`src/rtl/pitch_pkg.sv`:
```
// pitch_pkg: constants and types shared by the pitch renderer files.
//   - visible-area geometry, which must agree with the VGA timing generator
//   - game geometry defaults (bird, pipe, ground)
//   - flash timing and the flash-state enum
//   - RGB332 colour constants, laid out as {red[7:5], green[4:2], blue[1:0]}
package pitch_pkg;

   // Visible area of the 640x480 mode, expressed in VGA counter units
   localparam int unsigned H_START = 32'd144;
   localparam int unsigned V_START = 32'd35;
   localparam int unsigned H_VIS   = 32'd640;
   localparam int unsigned V_VIS   = 32'd480;

   // Game geometry in visible coordinates
   localparam int unsigned BIRD_X    = 32'd100;
   localparam int unsigned BIRD_SIZE = 32'd16;
   localparam int unsigned PIPE_W    = 32'd48;
   localparam int unsigned GROUND_Y  = 32'd448;

   // Collision flash timing; the counter width holds FLASH_FRAMES-1 and
   // must be wider than FLASH_PERIOD_LOG2
   localparam int unsigned FLASH_FRAMES      = 32'd60;
   localparam int unsigned FLASH_PERIOD_LOG2 = 32'd3;
   localparam int unsigned CNT_W             = 32'd6;

   // RGB332 colours
   localparam logic [7:0] COL_BLACK  = 8'h00;
   localparam logic [7:0] COL_BIRD   = 8'hFC;
   localparam logic [7:0] COL_PIPE   = 8'h14;
   localparam logic [7:0] COL_GROUND = 8'h88;
   localparam logic [7:0] COL_SKY    = 8'h57;
   localparam logic [7:0] COL_FLASH  = 8'hE0;

   typedef enum logic {
      ST_RUN   = 1'b0,
      ST_FLASH = 1'b1
   } flash_state_t;

endpackage

```
`src/rtl/pitch_region_test.sv`:
```
// pitch_region_test: combinational stage-1 geometry for one pixel.
//   Ports:
//     hc, vc          - VGA counters of the pixel being evaluated
//     bird_y          - bird top edge (visible y, frame-latched copy)
//     pipe_x          - pipe left edge (visible x, frame-latched copy)
//     pipe_y_top      - bottom of the upper pipe, exclusive
//     pipe_y_bot      - top of the lower pipe, inclusive
//     vis             - pixel lies in the visible area
//     in_bird/in_pipe/in_ground - region membership flags
//   All arithmetic is done in 11 bits so right/bottom edges near the 10-bit
//   limit clip instead of wrapping. Region flags are only meaningful when
//   vis is set; the caller gates them.
module pitch_region_test
   import pitch_pkg::*;
#(
   parameter int unsigned P_H_START   = H_START,
   parameter int unsigned P_V_START   = V_START,
   parameter int unsigned P_H_VIS     = H_VIS,
   parameter int unsigned P_V_VIS     = V_VIS,
   parameter int unsigned P_BIRD_X    = BIRD_X,
   parameter int unsigned P_BIRD_SIZE = BIRD_SIZE,
   parameter int unsigned P_PIPE_W    = PIPE_W,
   parameter int unsigned P_GROUND_Y  = GROUND_Y
) (
   input  logic [9:0] hc,
   input  logic [9:0] vc,
   input  logic [9:0] bird_y,
   input  logic [9:0] pipe_x,
   input  logic [9:0] pipe_y_top,
   input  logic [9:0] pipe_y_bot,
   output logic       vis,
   output logic       in_bird,
   output logic       in_pipe,
   output logic       in_ground
);

   localparam logic [10:0] H_LO   = 11'(P_H_START);
   localparam logic [10:0] H_HI   = 11'(P_H_START + P_H_VIS);
   localparam logic [10:0] V_LO   = 11'(P_V_START);
   localparam logic [10:0] V_HI   = 11'(P_V_START + P_V_VIS);
   localparam logic [10:0] BX_LO  = 11'(P_BIRD_X);
   localparam logic [10:0] BX_HI  = 11'(P_BIRD_X + P_BIRD_SIZE);
   localparam logic [10:0] BSIZE  = 11'(P_BIRD_SIZE);
   localparam logic [10:0] PW     = 11'(P_PIPE_W);
   localparam logic [10:0] GY     = 11'(P_GROUND_Y);

   logic [10:0] hc_s;
   logic [10:0] vc_s;
   logic [10:0] x_s;
   logic [10:0] y_s;
   logic [10:0] bird_top_s;
   logic [10:0] bird_end_s;
   logic [10:0] pipe_left_s;
   logic [10:0] pipe_end_s;
   logic        pipe_col_s;
   logic        pipe_gap_out_s;

   assign hc_s = {1'b0, hc};
   assign vc_s = {1'b0, vc};

   // Off-screen pixels produce wrapped x/y here, which is harmless because vis gates them
   assign x_s = hc_s - H_LO;
   assign y_s = vc_s - V_LO;

   assign vis = (hc_s >= H_LO) && (hc_s < H_HI) && (vc_s >= V_LO) && (vc_s < V_HI);

   assign bird_top_s = {1'b0, bird_y};
   assign bird_end_s = bird_top_s + BSIZE;
   assign in_bird    = (x_s >= BX_LO) && (x_s < BX_HI) &&
                       (y_s >= bird_top_s) && (y_s < bird_end_s);

   // A pipe running past the right edge is clipped by vis, never wrapped
   assign pipe_left_s    = {1'b0, pipe_x};
   assign pipe_end_s     = pipe_left_s + PW;
   assign pipe_col_s     = (x_s >= pipe_left_s) && (x_s < pipe_end_s);
   assign pipe_gap_out_s = (y_s < {1'b0, pipe_y_top}) || (y_s >= {1'b0, pipe_y_bot});
   assign in_pipe        = pipe_col_s && pipe_gap_out_s;

   assign in_ground = (y_s >= GY);

endmodule

```
`src/rtl/pitch_renderer.sv`:
```
// pitch_renderer: RGB332 pixel generator for the pitch game.
//   Ports:
//     clk        - pixel clock shared with the VGA generator
//     reset      - synchronous, active-low
//     hc, vc     - VGA counters
//     bird_y, pipe_x, pipe_y_top, pipe_y_bot - live game state, sampled once per frame
//     collided   - collision indication, may be a single-cycle pulse
//     out_red, out_green, out_blue - colour, two clocks after hc/vc
//     frame_tick - one-cycle pulse following the frame latch point
//   Game state is copied to shadow registers on the first blanking line so a
//   frame is always drawn from a single consistent snapshot.
module pitch_renderer
   import pitch_pkg::*;
#(
   parameter int unsigned P_H_START           = H_START,
   parameter int unsigned P_V_START           = V_START,
   parameter int unsigned P_H_VIS             = H_VIS,
   parameter int unsigned P_V_VIS             = V_VIS,
   parameter int unsigned P_BIRD_X            = BIRD_X,
   parameter int unsigned P_BIRD_SIZE         = BIRD_SIZE,
   parameter int unsigned P_PIPE_W            = PIPE_W,
   parameter int unsigned P_GROUND_Y          = GROUND_Y,
   parameter int unsigned P_FLASH_FRAMES      = FLASH_FRAMES,
   parameter int unsigned P_FLASH_PERIOD_LOG2 = FLASH_PERIOD_LOG2
) (
   input  logic       clk,
   input  logic       reset,
   input  logic [9:0] hc,
   input  logic [9:0] vc,
   input  logic [9:0] bird_y,
   input  logic [9:0] pipe_x,
   input  logic [9:0] pipe_y_top,
   input  logic [9:0] pipe_y_bot,
   input  logic       collided,
   output logic [2:0] out_red,
   output logic [2:0] out_green,
   output logic [1:0] out_blue,
   output logic       frame_tick
);

   localparam logic [9:0]       LATCH_VC   = 10'(P_V_START + P_V_VIS);
   localparam logic [CNT_W-1:0] FLASH_LOAD = CNT_W'(P_FLASH_FRAMES - 32'd1);
   localparam logic [CNT_W-1:0] CNT_ZERO   = {CNT_W{1'b0}};
   localparam logic [CNT_W-1:0] CNT_ONE    = CNT_W'(32'd1);

   // Frame snapshot
   logic [9:0]       bird_y_r;
   logic [9:0]       pipe_x_r;
   logic [9:0]       pipe_y_top_r;
   logic [9:0]       pipe_y_bot_r;

   logic             latch_s;
   logic             coll_sticky_r;
   logic             coll_hit_s;

   flash_state_t     state_r;
   flash_state_t     state_nx_s;
   logic [CNT_W-1:0] cnt_r;
   logic [CNT_W-1:0] cnt_nx_s;

   logic             vis_s;
   logic             in_bird_s;
   logic             in_pipe_s;
   logic             in_ground_s;
   logic             vis_r;
   logic             in_bird_r;
   logic             in_pipe_r;
   logic             in_ground_r;

   logic [7:0]       colour_s;
   logic [7:0]       colour_r;
   logic             frame_tick_r;

   assign latch_s = (hc == 10'd0) && (vc == LATCH_VC);

   // A collision arriving on the latch cycle itself belongs to this latch
   assign coll_hit_s = coll_sticky_r | collided;

   // Shadow copy of game state, taken only at the latch point
   always_ff @(posedge clk) begin
      if (!reset) begin
         bird_y_r     <= 10'd0;
         pipe_x_r     <= 10'd0;
         pipe_y_top_r <= 10'd0;
         pipe_y_bot_r <= 10'd0;
      end else if (latch_s) begin
         bird_y_r     <= bird_y;
         pipe_x_r     <= pipe_x;
         pipe_y_top_r <= pipe_y_top;
         pipe_y_bot_r <= pipe_y_bot;
      end else begin
         bird_y_r     <= bird_y_r;
         pipe_x_r     <= pipe_x_r;
         pipe_y_top_r <= pipe_y_top_r;
         pipe_y_bot_r <= pipe_y_bot_r;
      end
   end

   // Sticky collision: remembers short pulses until the latch consumes them
   always_ff @(posedge clk) begin
      if (!reset) begin
         coll_sticky_r <= 1'b0;
      end else if (latch_s) begin
         coll_sticky_r <= 1'b0;
      end else if (collided) begin
         coll_sticky_r <= 1'b1;
      end else begin
         coll_sticky_r <= coll_sticky_r;
      end
   end

   // Flash FSM state and frame counter registers
   always_ff @(posedge clk) begin
      if (!reset) begin
         state_r <= ST_RUN;
         cnt_r   <= CNT_ZERO;
      end else begin
         state_r <= state_nx_s;
         cnt_r   <= cnt_nx_s;
      end
   end

   // Flash FSM next state: only moves at the latch; a fresh collision reloads the counter
   always_comb begin
      state_nx_s = state_r;
      cnt_nx_s   = cnt_r;
      case (state_r)
         ST_RUN: begin
            if (latch_s && coll_hit_s) begin
               state_nx_s = ST_FLASH;
               cnt_nx_s   = FLASH_LOAD;
            end else begin
               state_nx_s = ST_RUN;
               cnt_nx_s   = cnt_r;
            end
         end
         ST_FLASH: begin
            if (latch_s) begin
               if (coll_hit_s) begin
                  state_nx_s = ST_FLASH;
                  cnt_nx_s   = FLASH_LOAD;
               end else if (cnt_r == CNT_ZERO) begin
                  state_nx_s = ST_RUN;
                  cnt_nx_s   = CNT_ZERO;
               end else begin
                  state_nx_s = ST_FLASH;
                  cnt_nx_s   = cnt_r - CNT_ONE;
               end
            end else begin
               state_nx_s = ST_FLASH;
               cnt_nx_s   = cnt_r;
            end
         end
         default: begin
            state_nx_s = ST_RUN;
            cnt_nx_s   = CNT_ZERO;
         end
      endcase
   end

   pitch_region_test #(
      .P_H_START   (P_H_START),
      .P_V_START   (P_V_START),
      .P_H_VIS     (P_H_VIS),
      .P_V_VIS     (P_V_VIS),
      .P_BIRD_X    (P_BIRD_X),
      .P_BIRD_SIZE (P_BIRD_SIZE),
      .P_PIPE_W    (P_PIPE_W),
      .P_GROUND_Y  (P_GROUND_Y)
   ) u_region (
      .hc         (hc),
      .vc         (vc),
      .bird_y     (bird_y_r),
      .pipe_x     (pipe_x_r),
      .pipe_y_top (pipe_y_top_r),
      .pipe_y_bot (pipe_y_bot_r),
      .vis        (vis_s),
      .in_bird    (in_bird_s),
      .in_pipe    (in_pipe_s),
      .in_ground  (in_ground_s)
   );

   // Stage 1: register visibility and region flags
   always_ff @(posedge clk) begin
      if (!reset) begin
         vis_r       <= 1'b0;
         in_bird_r   <= 1'b0;
         in_pipe_r   <= 1'b0;
         in_ground_r <= 1'b0;
      end else begin
         vis_r       <= vis_s;
         in_bird_r   <= in_bird_s;
         in_pipe_r   <= in_pipe_s;
         in_ground_r <= in_ground_s;
      end
   end

   // Stage 2 colour priority: blank, bird, pipe, ground, then background
   always_comb begin
      colour_s = COL_BLACK;
      if (!vis_r) begin
         colour_s = COL_BLACK;
      end else if (in_bird_r) begin
         colour_s = COL_BIRD;
      end else if (in_pipe_r) begin
         colour_s = COL_PIPE;
      end else if (in_ground_r) begin
         colour_s = COL_GROUND;
      end else if ((state_r == ST_FLASH) && cnt_r[P_FLASH_PERIOD_LOG2]) begin
         colour_s = COL_FLASH;
      end else begin
         colour_s = COL_SKY;
      end
   end

   // Stage 2 output register and frame tick
   always_ff @(posedge clk) begin
      if (!reset) begin
         colour_r     <= COL_BLACK;
         frame_tick_r <= 1'b0;
      end else begin
         colour_r     <= colour_s;
         frame_tick_r <= latch_s;
      end
   end

   assign out_red    = colour_r[7:5];
   assign out_green  = colour_r[4:2];
   assign out_blue   = colour_r[1:0];
   assign frame_tick = frame_tick_r;

endmodule

```
`config.mk`:
```
export PLATFORM = sky130hd
export DESIGN_NAME = pitch_renderer
export DESIGN_NICKNAME = d
export VERILOG_FILES = /design/src/rtl/pitch_pkg.sv /design/src/rtl/pitch_region_test.sv /design/src/rtl/pitch_renderer.sv
export SDC_FILE = /design/constraint.sdc
export NUM_CORES = 1
export LEC_CHECK = 0
export ABC_CLOCK_PERIOD_IN_PS = 3200
export CAP_MARGIN = 20
export CORE_MARGIN = 2
export CORE_UTILIZATION = 48
export DETAILED_ROUTE_END_ITERATION = 8
export MAX_ROUTING_LAYER = met4
export PLACE_DENSITY = 0.81
export RECOVER_POWER = 25
export SKIP_CTS_REPAIR_TIMING = 1
export SYNTH_ARGS = -nofsm -noshare
export SYNTH_HDL_FRONTEND = slang
export SYNTH_SLANG_ARGS = --single-unit
```
`constraint.sdc`:
```
create_clock -name clk -period 3.2 [get_ports clk]
set_clock_uncertainty 0.15 [all_clocks]
set_input_delay 0.48 -clock clk [delete_from_list [all_inputs] [get_ports clk]]
set_output_delay 0.48 -clock clk [all_outputs]
set_load 0.005 [all_outputs]
```
==> results of run 1 <==
final timing paths:
path / startpoint / endpoint / slack [ns]
max reg2reg: pipe_x_r[4]$_SDFFE_PN0P_ / in_pipe_r$_SDFF_PN0_ / 0.82
min: pipe_y_top_r[9]$_SDFFE_PN0P_ / pipe_y_top_r[9]$_SDFFE_PN0P_ / 0.30
min reg2reg: pipe_y_top_r[9]$_SDFFE_PN0P_ / pipe_y_top_r[9]$_SDFFE_PN0P_ / 0.30
max: vc[2] / in_pipe_r$_SDFF_PN0_ / 0.12
power by group through the flow:
stage                     clock, mW  combinational, mW  sequential [mW]
after floorplan                   0              0.178            0.759
after global placement            0              0.343            0.761
after detailed placement          0              0.356            0.761
after CTS                     0.669              0.360            0.744
after global routing          0.709              0.402            0.744
final                         0.657              0.362            0.744
synthesized netlist by cell type (3+ instances only):
master     count
nand2_1       93
a21oi_1       62
ha_1          61
dfxtp_1       59
inv_1         48
nor2_1        27
o21ai_0       23
nand3_1       13
clkbuf_1      11
nor3_1        10
xnor2_1        9
xor2_1         9
a211oi_1       8
buf_4          7
a21boi_0       6
nor2b_1        6
o21a_1         6
a21o_1         5
nand2b_1       5
nand3b_1       4
a2111oi_0      3
and4_1         3
o2111ai_1      3
placed cells by master (no fill, tap or decap), drive strengths merged, types with 4 or more instances in the layout:
| master | netlist | layout |
|---|---|---|
| o21a | 6 | 6 |
| nand3b | 4 | 4 |
| nor3 | 12 | 12 |
| xor2 | 9 | 9 |
| a21boi | 6 | 6 |
| a21oi | 62 | 62 |
| xnor2 | 10 | 10 |
| ha | 61 | 61 |
| clkdlybuf4s50 | 0 | 60 |
| inv | 48 | 48 |
| or3 | 4 | 4 |
| nand3 | 13 | 13 |
| nor2b | 6 | 6 |
| nand2 | 93 | 93 |
| dfxtp | 59 | 59 |
| clkbuf | 11 | 12 |
| dlygate4sd3 | 0 | 11 |
| o21ai | 25 | 25 |
| buf | 9 | 34 |
| a211oi | 8 | 8 |
| nor2 | 27 | 27 |
| a21o | 5 | 5 |
| nand2b | 5 | 5 |
cells by family after synthesis:
family | count (synthesis)
xor gates and xnor gates | 19
AOI/OAI and AO/OA | 135
and+or+nand+nor | 178
buffers and inverters | 69
adders and majority gates | 61
DFF | 59
routing by layer:
layer,share of wire [%],global-route usage (%),vias up,wire length (um)
li1,-,-,1987,-
met1,43,27.2,1798,4430
met2,52,43.6,85,5360
met3,4.6,4.31,12,476
met4,1.3,6.55,0,136
met5,0,-,-,0
flip-flops by register name, indices dropped and copies added (netlist names):
register,cells
cnt_r,6
pipe_y_top_r,10
vis_r,1
in_ground_r,1
pipe_x_r,10
bird_y_r,10
colour_r,6
in_pipe_r,1
pipe_y_bot_r,10
in_bird_r,1
coll_sticky_r,1
state_r,1
frame_tick,1
final cells by class:
type,instances,share of cell area [%]
inverters,49,3.50
clock buffers,11,2.69
clock inverters,3,0.762
multi-input cells,393,49.6
flip-flops and latches,59,22.5
repair buffers,106,18.4
well taps,105,2.50
through the flow:
step	utilization (%)	setup TNS, ns	hold slack (ns)
floorplan	-	0	0.273
global placement	61.6	-0.360	0.292
detailed placement	61.6	-0.591	0.295
CTS	63.8	-0.0163	0.304
global route	64.0	0	0.325
finish	64.0	0	0.304
tightest hold or removal path: stages (launching register included):
cell     delay, ns
dfxtp_1       0.31
nand2_1       0.05
a21oi_1       0.05
==> run metrics, run 1 <==
crit path setup slack, layout about 0.12 ns; Clock Sinks just under 60; switching part of the total roughly a quarter; CTS tree built; worst path buffer plus inverter count 2; Clock H-tree levels 3; register area share after synthesis between 20 and 30%; Avg Cell Area, Syn slightly below 8 um^2; final net count 742; Max stage delay cell, worst path clkdlybuf4s50_1; Clock power frac 37.2%; wire length per cell between 10 and 15 um; Fmax achieved ~0.32 GHz; Synth top area share 29.1%; DR DRC count 0; multiplexer share of the synthesized area 0%; Max VDD drop ~0.29 mV; clk root buf clkbuf_8; Ports a little over 70; Levels on crit path 11; Design Area, Final around 5300 um^2; CTS Buf Count 9; Clock transition at path regs 0.07 ns; overall power ~1.8 mW; Die ar. 9220 um^2; status finished, final reports clean; CP max stage delay around 0.42 ns; final slew viol count 0; initial antenna violation count 0; WS Path Type input pin to flop; gr usage total approximately a quarter; Synth Net Count about 650; dpl cell area 5060 um^2; most frequent CP cell nor2_1; Critical Path RT approximately 3.3 ns; vias in the first global route roughly 3,800; Cell Area, Synth between 4000 and 5000 um^2; post-route insts no fill slightly above 700; core area 8220 um^2; CP max FO 3; main combinational cell family by area after synthesis simple AND/OR/NAND/NOR gates; crit path DAT about 3.2 ns; Post-Synthesis Cells ~520; Slew headroom 67.8%; adder and majority cell fraction of the synthesized area a little under a fifth; Synth Area in Simple Gates 20.5%; DR pass1 iterations 4; Hold Crit Class flop to flop; footprint of the multi-input gates about 2600 um^2; synth top area cells dfxtp_1 29%, ha_1 19%, nand2_1 8.6%, a21oi_1 7.6%, inv_1 4.4%; die width a little under 100 um; unrepaired setup endpoints after global routing no; crit-path cells clkdlybuf4s50_1 > buf_4 > a2111o_1 > and2_1 > nor2_1 > xor2_2 > ha_1 > nor2_1 > a2111oi_2 > o21ai_0 > o221a_2; Largest delay share family, worst path compound AO/OA/AOI/OAI gates; Initial Utilization between 40% and 50%; area leader, netlist dfxtp_1; Synth Area in Compound Gates 20.1%; layout cells sized above 1 a little under a tenth; final hold viol count 0; Critical Path Start Type input pin; fraction of the cycle the final worst path needs between 90% and 100%; Final Critical Period around 3 ns; largest net degree at the start of global routing between 40 and 50; #FFs+latches synth 59; internal power about 1.3 mW; DR vias ~3,900; Post-synth EDFFs 0; PwrDens 335 nW/um^2; static leakage roughly 2 nW; Die Y-Extent around 96 um; Comb pwr share about 21%; setup slack at placement -0.349 ns; worst-margin pin slew between 0.4 and 0.5 ns; reg2reg path depth 11; Sequential Power Share ~42%; DP Cell Count 712; gpl congestion about 0.97; xor and xnor fraction of the mapped netlist area between 4 and 5%; CP Capture Type flop; fill cell count around 700; Routed WL about 10,000 um; clk_lat worst skew 0.33 ns; cell row count 33; vias per cell 5.35; Antenna Cells 0; async set-reset flop share out of synthesis 0%; Clock Path Buffers 2; NetSw ~0.46 mW; GR Overflow Total 0; Synth Warn # 0; Yosys cell types 54; max-capacitance violation count 0; hold depth 2; 1st-iter DRT viols between 150 and 200; Buffers on Ports 71; Post-DRT Antenna Nets 0; Main synth FF type dfxtp_1; first-pass GRT wire length between 15,000 and 20,000 um; flip-flop and latch area roughly 1200 um^2; final setup vio count 0; P&R area growth vs syn 29.3%; Final HPWL DP between 8000 and 9000 um
(Power assumes the default switching activity.)
==> inputs of run 2 (changes only) <==
Settings changed: SLEW_MARGIN set to 30.
==> results of run 2 <==
Same layout as run 1: the final DEF is identical, and so are final timing and power.
==> inputs of run 3 (changes only) <==
Settings changed: ABC_CLOCK_PERIOD_IN_PS 3200 to 3540, CORE_UTILIZATION 48 to 54, PLACE_DENSITY 0.81 to 0.86.
Clock period 3.2 ns to 3.54 ns, I/O delays scaled along.
==> run 3 against run 2 <==
Net effect:
- via count shrank 0.57%
- critical path depth shrank 2
- first-iteration DRC count grew 18%
- wire length shrank 0.12%
- global-route usage grew 2.9 points
- clock-buffer cell count shrank 1
- critical path type unchanged
- largest power group unchanged
==> run metrics, run 3 (synthesis gave the netlist of run 1 again) <==
cell row count 31 (was 33); Max VDD drop 0.223 mV (was 0.292 mV); fraction of the cycle the final worst path needs slightly below 90%; Critical Path RT 3.64 ns (was 3.28 ns); switching part of the total 27.6% (was 26.0%); gpl congestion 0.931 (was 0.969); Sequential Power Share 41.6% (was 42.2%); unrepaired setup endpoints after global routing no (unchanged); initial antenna violation count 0 (unchanged); CP Capture Type flop (unchanged); overall power 1.62 mW (was 1.76 mW); CTS Buf Count 9 (unchanged); Ports 72 (unchanged); DR pass1 iterations 4 (unchanged); Comb pwr share 18.9% (was 20.6%); Hold Crit Class flop to flop (unchanged); most frequent cells in the layout 93 x nand2_1, 62 x a21oi_1, 61 x ha_1, 61 x clkdlybuf4s50_1, 59 x dfxtp_1 (was 93 x nand2_1, 62 x a21oi_1, 61 x ha_1); gr usage total 27.0% (was 24.1%); Clock Sinks 59 (unchanged); final slew viol count 0 (unchanged); Fmax achieved ~0.32 GHz; Post-DRT Antenna Nets 0 (unchanged); static leakage 1.89 nW (was 1.99 nW); first-pass GRT wire length 17,600 um (was 16,800 um); NetSw 0.447 mW (was 0.459 mW); 1st-iter DRT viols 217 (was 184); Critical Path Start Type input pin (unchanged); Clock H-tree levels 3 (unchanged); status finished, final reports clean (unchanged); DR DRC count 0 (unchanged); PwrDens 316 nW/um^2 (was 335 nW/um^2); die width 90.8 um (was 96.0 um); WS Path Type input pin to flop (unchanged); crit path DAT 3.27 ns (was 3.16 ns); Final Critical Period around 3.2 ns; GR Overflow Total 0 (unchanged); Clock Path Buffers 2 (unchanged); Routed WL 10,400 um (about the same); commonest non-fill, non-tap cell in the layout nand2_1 (unchanged); Die Y-Extent 90.8 um (was 96.0 um); Antenna Cells 0 (unchanged); Clock transition at path regs 0.07 ns (about the same); max-capacitance violation count 0 (unchanged); worst-margin pin slew 0.941 ns (was 0.471 ns); final setup vio count 0 (unchanged); P&R area growth vs syn 25.6% (was 29.3%); clk_lat worst skew 0.36 ns (was 0.33 ns); setup slack at placement -0.00492 ns (was -0.349 ns); Slew headroom 37.3% (was 67.8%); Layout Utilization 70.4% (was 64.0%); wire length per cell 14.8 um (was 14.3 um); clk root buf clkbuf_8 (unchanged); DP Cell Count 688 (was 712); layout cells sized above 1 6.61% (was 9.50%); crit path setup slack, layout 0.371 ns (was 0.116 ns); Final TNS setup 0 ns (unchanged); final net count 724 (was 742); Clock power frac 39.5% (was 37.2%); Die ar. 8240 um^2 (was 9220 um^2); Initial Utilization 56.0% (was 49.5%); dpl cell area 4920 um^2 (was 5060 um^2); final hold viol count 0 (unchanged); core area 7250 um^2 (was 8220 um^2); Design Area, Final 5110 um^2 (was 5260 um^2); CP max FO 5 (was 3); Final HPWL DP 8100 um (was 8210 um); CTS tree built (unchanged); post-route insts no fill 704 (was 726); Fin Hold WS 0.303 ns (was 0.304 ns); vias per cell 5.48 (was 5.35); DR vias 3,860 (was 3,882); vias in the first global route 3,848 (was 3,823); internal power 1.17 mW (was 1.30 mW); largest net degree at the start of global routing 45 (unchanged); Buffers on Ports 71 (unchanged)
run 3: changes by cell type in the layout (fill, tap and decap cells not counted), sizes merged:
cell	previous run	this run
buf	34	15
clkinvlp	0	4
clkdlybuf4s50	60	61
clkinv	3	2
dlygate4sd3	11	10
run 3: worst paths after layout:
path / from / end / slack (ns) / cells after the start
min reg2reg: pipe_x_r[2]$_SDFFE_PN0P_ / pipe_x_r[2]$_SDFFE_PN0P_ / 0.30 / 2
max reg2reg: pipe_x_r[4]$_SDFFE_PN0P_ / in_pipe_r$_SDFF_PN0_ / 1.08 / 11
max: vc[0] / in_pipe_r$_SDFF_PN0_ / 0.37 / 9
min: pipe_x_r[2]$_SDFFE_PN0P_ / pipe_x_r[2]$_SDFFE_PN0P_ / 0.30 / 2
run 3: power by group through the flow:
stage,Combinational (mW),Clock (mW),Sequential [mW]
final,0.305,0.639,0.672
after global routing,0.341,0.678,0.672
after CTS,0.305,0.650,0.672
after detailed placement,0.302,0,0.687
after global placement,0.291,0,0.687
after floorplan,0.161,0,0.686
run 3: final cells by class:
| class | instances | area (um^2) |
|---|---|---|
| repair buffers | 88 | 832 |
| well taps | 99 | 124 |
| clock buffers | 10 | 138 |
| fillers | 585 | 2150 |
| flip-flops and latches | 59 | 1180 |
| inverters | 49 | 184 |
| clock inverters | 6 | 65.1 |
| multi-input cells | 393 | 2580 |
run 3: metal layers:
layer	track usage [%]	vias to the layer above	wire [um]
met5	-	-	0
met4	11.5	0	278
met3	5.76	22	561
met2	45.6	103	5140
met1	31.1	1778	4410
li1	-	1957	-
run 3: critical path, stage by stage:
cell and delay [ns]:
clkdlybuf4s50_1 0.46, a2111o_1 0.46, and2_1 0.23, nor2_1 0.18, xor2_1 0.31, ha_1 0.32
a2111oi_0 0.33, o21ai_0 0.15, o221a_2 0.30
